## src/rtl/booth_mac_seq_ctrl.sv

```systemverilog
// booth_mac_seq_ctrl
// Iterative signed 8x8 multiply-accumulate controller. One radix-4 Booth lane is
// summed per cycle into a 16-bit product. The product is then added into a
// persistent ACC_W-bit accumulator, and the result is returned over valid/ready.
// Optional feature macro: MAC_SAT_EN. When it is defined the accumulator
// saturates and out_sat is a sticky flag. When it is undefined the accumulator
// wraps and out_sat is tied to 0.
//
// state | meaning
// IDLE  | ready for an operand pair; out_acc holds the last result
// GEN   | add Booth lane pp[idx] into the product, one lane per cycle
// ACC   | fold the product into the accumulator and load the result registers
// RESP  | one settle cycle, then hold out_valid until the consumer takes it
module booth_mac_seq_ctrl #(
  parameter int ACC_W  = 24,
  parameter int NUM_PP = 4
) (
  input  logic             clk,
  input  logic             rst_n,
  input  logic             in_valid,
  output logic             in_ready,
  input  logic [7:0]       in_a,
  input  logic [7:0]       in_b,
  input  logic             in_clr,
  output logic             out_valid,
  input  logic             out_ready,
  output logic [ACC_W-1:0] out_acc,
  output logic [15:0]      out_prod,
  output logic             out_sat
);

  typedef enum logic [1:0] {IDLE, GEN, ACC, RESP} state_t;

  state_t           state_q, state_d;
  logic [1:0]       idx_q, idx_d;
  logic [7:0]       a_q, a_d;
  logic [7:0]       b_q, b_d;
  logic             clr_q, clr_d;
  logic [15:0]      prod_q, prod_d;
  logic [ACC_W-1:0] acc_q, acc_d;
  logic [15:0]      oprod_q, oprod_d;
  logic             ovld_q, ovld_d;
  logic [15:0]      lane;
  logic [ACC_W-1:0] acc_base;
  logic [ACC_W-1:0] acc_next;
`ifdef MAC_SAT_EN
  logic             sat_q, sat_d;
  logic [ACC_W:0]   acc_sum;
  logic             acc_ovf;
`endif

  // Weighted Booth partial product for one lane: the digit comes from the
  // triplet {b[2i+1], b[2i], b[2i-1]}, with b[-1] = 0, and the result is
  // shifted by 4^i.
  function automatic logic [15:0] booth_pp(input logic [7:0] a, input logic [7:0] b,
                                           input logic [1:0] idx);
    logic [8:0]  bx;
    logic [8:0]  bsh;
    logic [15:0] ae;
    logic [15:0] m;
    bx  = {b, 1'b0};
    bsh = bx >> {idx, 1'b0};
    ae  = {{8{a[7]}}, a};
    case (bsh[2:0])
      3'b001, 3'b010: m = ae;
      3'b011:         m = ae << 1;
      3'b100:         m = -(ae << 1);
      3'b101, 3'b110: m = -ae;
      default:        m = 16'd0;
    endcase
    return m << {idx, 1'b0};
  endfunction

  // Accumulator update: the base is either zero (clear) or the running value.
  always_comb begin
    lane     = booth_pp(a_q, b_q, idx_q);
    acc_base = clr_q ? '0 : acc_q;
`ifdef MAC_SAT_EN
    acc_sum  = {acc_base[ACC_W-1], acc_base} + {{(ACC_W-15){prod_q[15]}}, prod_q};
    acc_ovf  = acc_sum[ACC_W] ^ acc_sum[ACC_W-1];
    if (!acc_ovf)
      acc_next = acc_sum[ACC_W-1:0];
    else if (acc_sum[ACC_W])
      acc_next = {1'b1, {(ACC_W-1){1'b0}}};
    else
      acc_next = {1'b0, {(ACC_W-1){1'b1}}};
`else
    acc_next = acc_base + {{(ACC_W-16){prod_q[15]}}, prod_q};
`endif
  end

  // Next-state and datapath updates for the sequencing FSM.
  always_comb begin
    state_d = state_q;
    idx_d   = idx_q;
    a_d     = a_q;
    b_d     = b_q;
    clr_d   = clr_q;
    prod_d  = prod_q;
    acc_d   = acc_q;
    oprod_d = oprod_q;
    ovld_d  = ovld_q;
`ifdef MAC_SAT_EN
    sat_d   = sat_q;
`endif
    case (state_q)
      IDLE: begin
        if (in_valid) begin
          a_d     = in_a;
          b_d     = in_b;
          clr_d   = in_clr;
          prod_d  = 16'd0;
          idx_d   = 2'd0;
          state_d = GEN;
        end
      end
      GEN: begin
        prod_d = prod_q + lane;
        idx_d  = idx_q + 2'd1;
        if (idx_q == 2'(NUM_PP - 1))
          state_d = ACC;
      end
      ACC: begin
        acc_d   = acc_next;
        oprod_d = prod_q;
`ifdef MAC_SAT_EN
        sat_d   = clr_q ? acc_ovf : (sat_q | acc_ovf);
`endif
        state_d = RESP;
      end
      RESP: begin
        // The first RESP cycle only raises out_valid. After that, the result is
        // presented until the consumer accepts it.
        if (ovld_q && out_ready) begin
          ovld_d  = 1'b0;
          state_d = IDLE;
        end else begin
          ovld_d  = 1'b1;
        end
      end
      default: state_d = IDLE;
    endcase
  end

  // State register. Reset is synchronous and overrides every transition.
  always_ff @(posedge clk) begin
    if (!rst_n) begin
      state_q <= IDLE;
      idx_q   <= 2'd0;
      a_q     <= 8'd0;
      b_q     <= 8'd0;
      clr_q   <= 1'b0;
      prod_q  <= 16'd0;
      acc_q   <= '0;
      oprod_q <= 16'd0;
      ovld_q  <= 1'b0;
`ifdef MAC_SAT_EN
      sat_q   <= 1'b0;
`endif
    end else begin
      state_q <= state_d;
      idx_q   <= idx_d;
      a_q     <= a_d;
      b_q     <= b_d;
      clr_q   <= clr_d;
      prod_q  <= prod_d;
      acc_q   <= acc_d;
      oprod_q <= oprod_d;
      ovld_q  <= ovld_d;
`ifdef MAC_SAT_EN
      sat_q   <= sat_d;
`endif
    end
  end

  assign in_ready  = (state_q == IDLE);
  assign out_valid = ovld_q;
  assign out_acc   = acc_q;
  assign out_prod  = oprod_q;
`ifdef MAC_SAT_EN
  assign out_sat   = sat_q;
`else
  assign out_sat   = 1'b0;
`endif

endmodule

```

## config.mk

```make
export PLATFORM = sky130hd
export DESIGN_NAME = booth_mac_seq_ctrl
export DESIGN_NICKNAME = d
export VERILOG_FILES = /design/src/rtl/booth_mac_seq_ctrl.sv
export SDC_FILE = /design/constraint.sdc
export NUM_CORES = 1
export LEC_CHECK = 0
export BUFFER_PORTS_ARGS = -buffer_cell sky130_fd_sc_hd__buf_4
export CAP_MARGIN = 20
export CORE_MARGIN = 2
export CORE_UTILIZATION = 23
export CTS_CLUSTER_DIAMETER = 200
export DETAILED_ROUTE_END_ITERATION = 10
export PLACE_DENSITY = 0.41
export RECOVER_POWER = 25
export SYNTH_ARGS = -nofsm -noshare
export SYNTH_HDL_FRONTEND = slang
export SYNTH_SLANG_ARGS = --single-unit
```

## constraint.sdc

```tcl
create_clock -name clk -period 6.95 [get_ports clk]
set_clock_uncertainty 0.15 [all_clocks]
set_input_delay 0.3475 -clock clk [delete_from_list [all_inputs] [get_ports clk]]
set_output_delay 0.3475 -clock clk [all_outputs]
set_load 0.02 [all_outputs]
```

==> summary.md <==
| Metric | Value |
|---|---|
| Worst path max stage delay | `0.88 ns` |
| Core Area | `24500 um2` |
| Cell mode on critical path | `o21ai_0` |
| Vias in the first global route | `4915` |
| Placed cell area | `6510 um2` |
| Total GRT Usage | `12.4%` |
| DR WL met2 | `6990 um` |
| Fmax | `0.197 GHz` |
| Slew headroom | `42.6%` |
| Worst setup EP type | `flip-flop` |
| CTS Buffer Depth | `2` |
| Max-cap violations | `0` |
| Number of nets in the layout | `836` |
| Crit-path leading delay family | `compound AO/OA/AOI/OAI gates` |
| Crit start category | `flip-flop` |
| Status | `complete, no violations` |
| Seq. cell area | `1560 um2` |
| Syn avg cell area | `7.97 um2` |
| Worst vdd ir | `0.000106 V` |
| TritonRoute pass-1 iters | `5` |
| Post-synth EDFFs | `0` |
| Main synth FF type | `dfxtp_1` |
| PnR worst setup slack | `1.88 ns` |
| Routed Antenna Nets | `0` |
| Std cell rows | `57` |
| Final Hold Fails | `0` |
| Unique masters post-synth | `79` |
| Sequential-to-total area share from yosys stat | `27.2%` |
| Antenna violations before repair | `0` |
| Period utilization | `73.0%` |
| CTS hold repair buffers | `0` |
| Final Util | `27.5%` |
| Register bit total from synthesis | `78` |
| Global placement routability congestion | `0.815` |
| Post-detail-place hpwl | `11900 um` |
| Via count | `5166` |
| Multi-input gate area | `3910 um2` |
| Largest net degree at the start of global routing | `54` |
| Area Overhead vs Synth | `17.0%` |
| CTS resizes | `0` |
| DRC viols | `0` |
| Diode count | `0` |
| Number of vias per cell | `4.71` |
| Share of layout cells above drive strength 1 | `11.3%` |
| Setup TNS Final | `0 ns` |
| Critical Path RT | `7.09 ns` |
| Ys async rst share | `0%` |
| Post-synth top cells | `84 x nand2_1, 78 x dfxtp_1, 72 x nor2_1` |
| CP Cell Sequence | `mux4_2, nand2_1, xor2_1, o32ai_1, o21ai_0, o21ai_1, mux2_2, and2_1, ha_1, o21ai_0, o21ai_0, nand3_1, o31ai_1, a31oi_1, o21ai_0, mux2_2, nand4_1` |
| First-pass GRT wire length | `26200 um` |
| Detailed-routing wirelength on met1 | `8240 um` |
| Worst hold slack | `0.0492 ns` |
| Psw | `0.695 mW` |
| Internal Power | `1.06 mW` |
| Clock share of power | `30.4%` |
| Worst min-delay path class | `primary input to flip-flop` |
| Clk sinks | `78` |
| Area share of the largest cell type after synthesis | `27.2%` |
| Uppermost layer routed | `met4` |
| Final setup vio count | `0` |
| Ys Warns | `0` |
| CTS tree | `built` |
| Die H | `162 um` |
| Clock transition at the registers of the reported paths | `0.07 ns` |
| Top post-synthesis cells by area | `dfxtp_1 27%, ha_1 10%, mux2i_1 6.4%, a21oi_1 6.2%, nand2_1 5.5%` |
| WP data arrival | `5.21 ns` |
| CP bufs+invs | `0` |
| Worst slew pin tran | `0.859 ns` |
| Tmin final | `5.07 ns` |
| Post-Place Setup Slack | `1.90 ns` |
| Slew Limit Fails | `0` |
| DIE AREA | `26300 um2` |
| Die X | `162 um` |
| Routed WL | `15900 um` |
| Port buffer count | `62` |
| Synthesized area | `5750 um2` |
| Leakage Power | `2.70 nW` |
| CP max FO | `21` |
| Number of setup buffers added after CTS | `0` |
| FILL cells | `2712` |
| RSZ-0062 raised after global routing | `false` |
| Register share of total power | `31.1%` |
| Slowest CP cell | `dfxtp_1` |
| CTS Buf Count | `9` |
| Fin area | `6720 um2` |
| Clock Latency Late Sink | `0.35 ns` |
| GRT overflow | `0` |
| Switching Fraction | `39.6%` |
| Mapped Cells | `721` |
| Most frequent cell after synthesis | `nand2_1` |
| Pwr/cell area | `261 nW/um2` |
| Io pins | `64` |
| Wire per inst | `14.5 um` |
| H-Tree Level Count | `3` |
| Syn_nets | `790` |
| Largest area contributor in the netlist | `dfxtp_1` |
| Critical path class | `flip-flop to flip-flop` |
| Starting DRT DRC Count | `246` |
| Combinational share of power | `38.5%` |
| Clock root cell | `clkbuf_16` |
| Initial Util | `23.5%` |
| Met3 Routed Length | `454 um` |
==> state kept, by name (all words and copies together), names as in the netlist <==
signal     cells
out_valid      1
a_q            8
b_q            8
state_q        2
clr_q          1
prod_q        16
idx_q          2
out_prod      16
out_acc       24
==> cells in the final DEF (no fill, tap or decap), types with 4 or more instances in the layout <==
cell type  synthesis  routed
a211o_1            4       4
a211oi_1           5       5
a21o_1             9       9
a21oi_1           71      71
a22oi_1           10      10
a31oi_1            6       6
and2_1             5       5
buf_4              2      40
clkbuf_1          17      30
clkbuf_16          0       9
dfxtp_1           78      78
ha_1              46      45
inv_1             29      29
mux2_2             7       7
mux2i_1           37      37
nand2_1           84      84
nand2b_1           6       6
nand3_1           17      17
nand4_1            4       4
nor2_1            72      72
nor2b_1           29      29
nor3_1            16      16
o211ai_1           5       5
o21ai_0           37      37
o21ai_1            6       6
o22ai_1            5       5
o31ai_1            4       4
or3_1              6       6
xnor2_1           20      20
xor2_1            10      10
==> power groups by stage <==
stage | Combinational (mW) | Clock, mW | Sequential (mW)
finish | 0.676 | 0.534 | 0.546
global route | 0.760 | 0.571 | 0.554
CTS | 0.690 | 0.554 | 0.547
detailed placement | 0.684 | 0 | 0.557
global placement | 0.698 | 0 | 0.559
floorplan | 0.535 | 0 | 0.530
==> worst register-to-register path: stages (launching register included) <==
cell,delay [ns]
dfxtp_1,0.88
mux4_2,0.81
nand2_1,0.15
xor2_1,0.17
o32ai_1,0.11
o21ai_0,0.15
o21ai_1,0.11
mux2_2,0.28
and2_1,0.17
ha_1,0.30
o21ai_0,0.08
o21ai_0,0.24
nand3_1,0.14
o31ai_1,0.34
a31oi_1,0.18
o21ai_0,0.32
mux2_2,0.38
nand4_1,0.07
==> cells by family (layout without fill, tap and decap cells) <==
kind of cell             count (synthesis)  in the layout  synth area share [%]
AND/OR/NAND/NOR                        256            256                  21.2
AO/OA/AOI/OAI                          195            195                  22.2
flip-flops                              78             78                  27.2
buffers and inverters                   65            116                  4.90
adder cells (fa/ha/maj)                 48             48                  10.7
multiplexers                            47             47                  8.84
XOR/XNOR                                31             31                  4.85
other                                    1              1                0.0652
==> stage by stage <==
| stage | cells | power (mW) |
|---|---|---|
| 3_3_place_gp | 1080 | 1.26 |
| 4_1_cts | 1096 | 1.79 |
| 6_report | 1096 | 1.76 |
| 5_1_grt | 1096 | 1.88 |
| 3_5_place_dp | 1080 | 1.24 |
| 2_1_floorplan | 721 | 1.06 |
==> final timing paths <==
| kind | start | end | slack, ns | depth (start not counted) |
|---|---|---|---|---|
| min reg2reg | b_q[6]$_SDFFE_PN0P_ | b_q[6]$_SDFFE_PN0P_ | 0.32 | 2 |
| max | idx_q[0]$_SDFFE_PN0P_ | prod_q[15]$_SDFFE_PN0P_ | 1.88 | 17 |
| max reg2reg | idx_q[0]$_SDFFE_PN0P_ | prod_q[15]$_SDFFE_PN0P_ | 1.88 | 17 |
| min | out_ready | out_valid$_SDFFE_PN0N_ | 0.05 | 2 |
==> routing by layer <==
| layer | vias up | track usage (%) |
|---|---|---|
| met1 | 2409 | 17.6 |
| met2 | 76 | 19.1 |
| met4 | 0 | 3.62 |
| li1 | 2669 | - |
| met3 | 12 | 2.09 |
| met5 | - | 0 |
==> final cells by class <==
cell class | count | share of cell area, %
Clock buffer | 10 | 3.41
Clock inverter | 6 | 1.38
Inverter | 31 | 1.75
Multi-Input combinational cell | 578 | 58.1
Sequential cell | 78 | 23.2
Tap cell | 324 | 6.03
Timing Repair Buffer | 69 | 6.09
(Power assumes the default switching activity.)
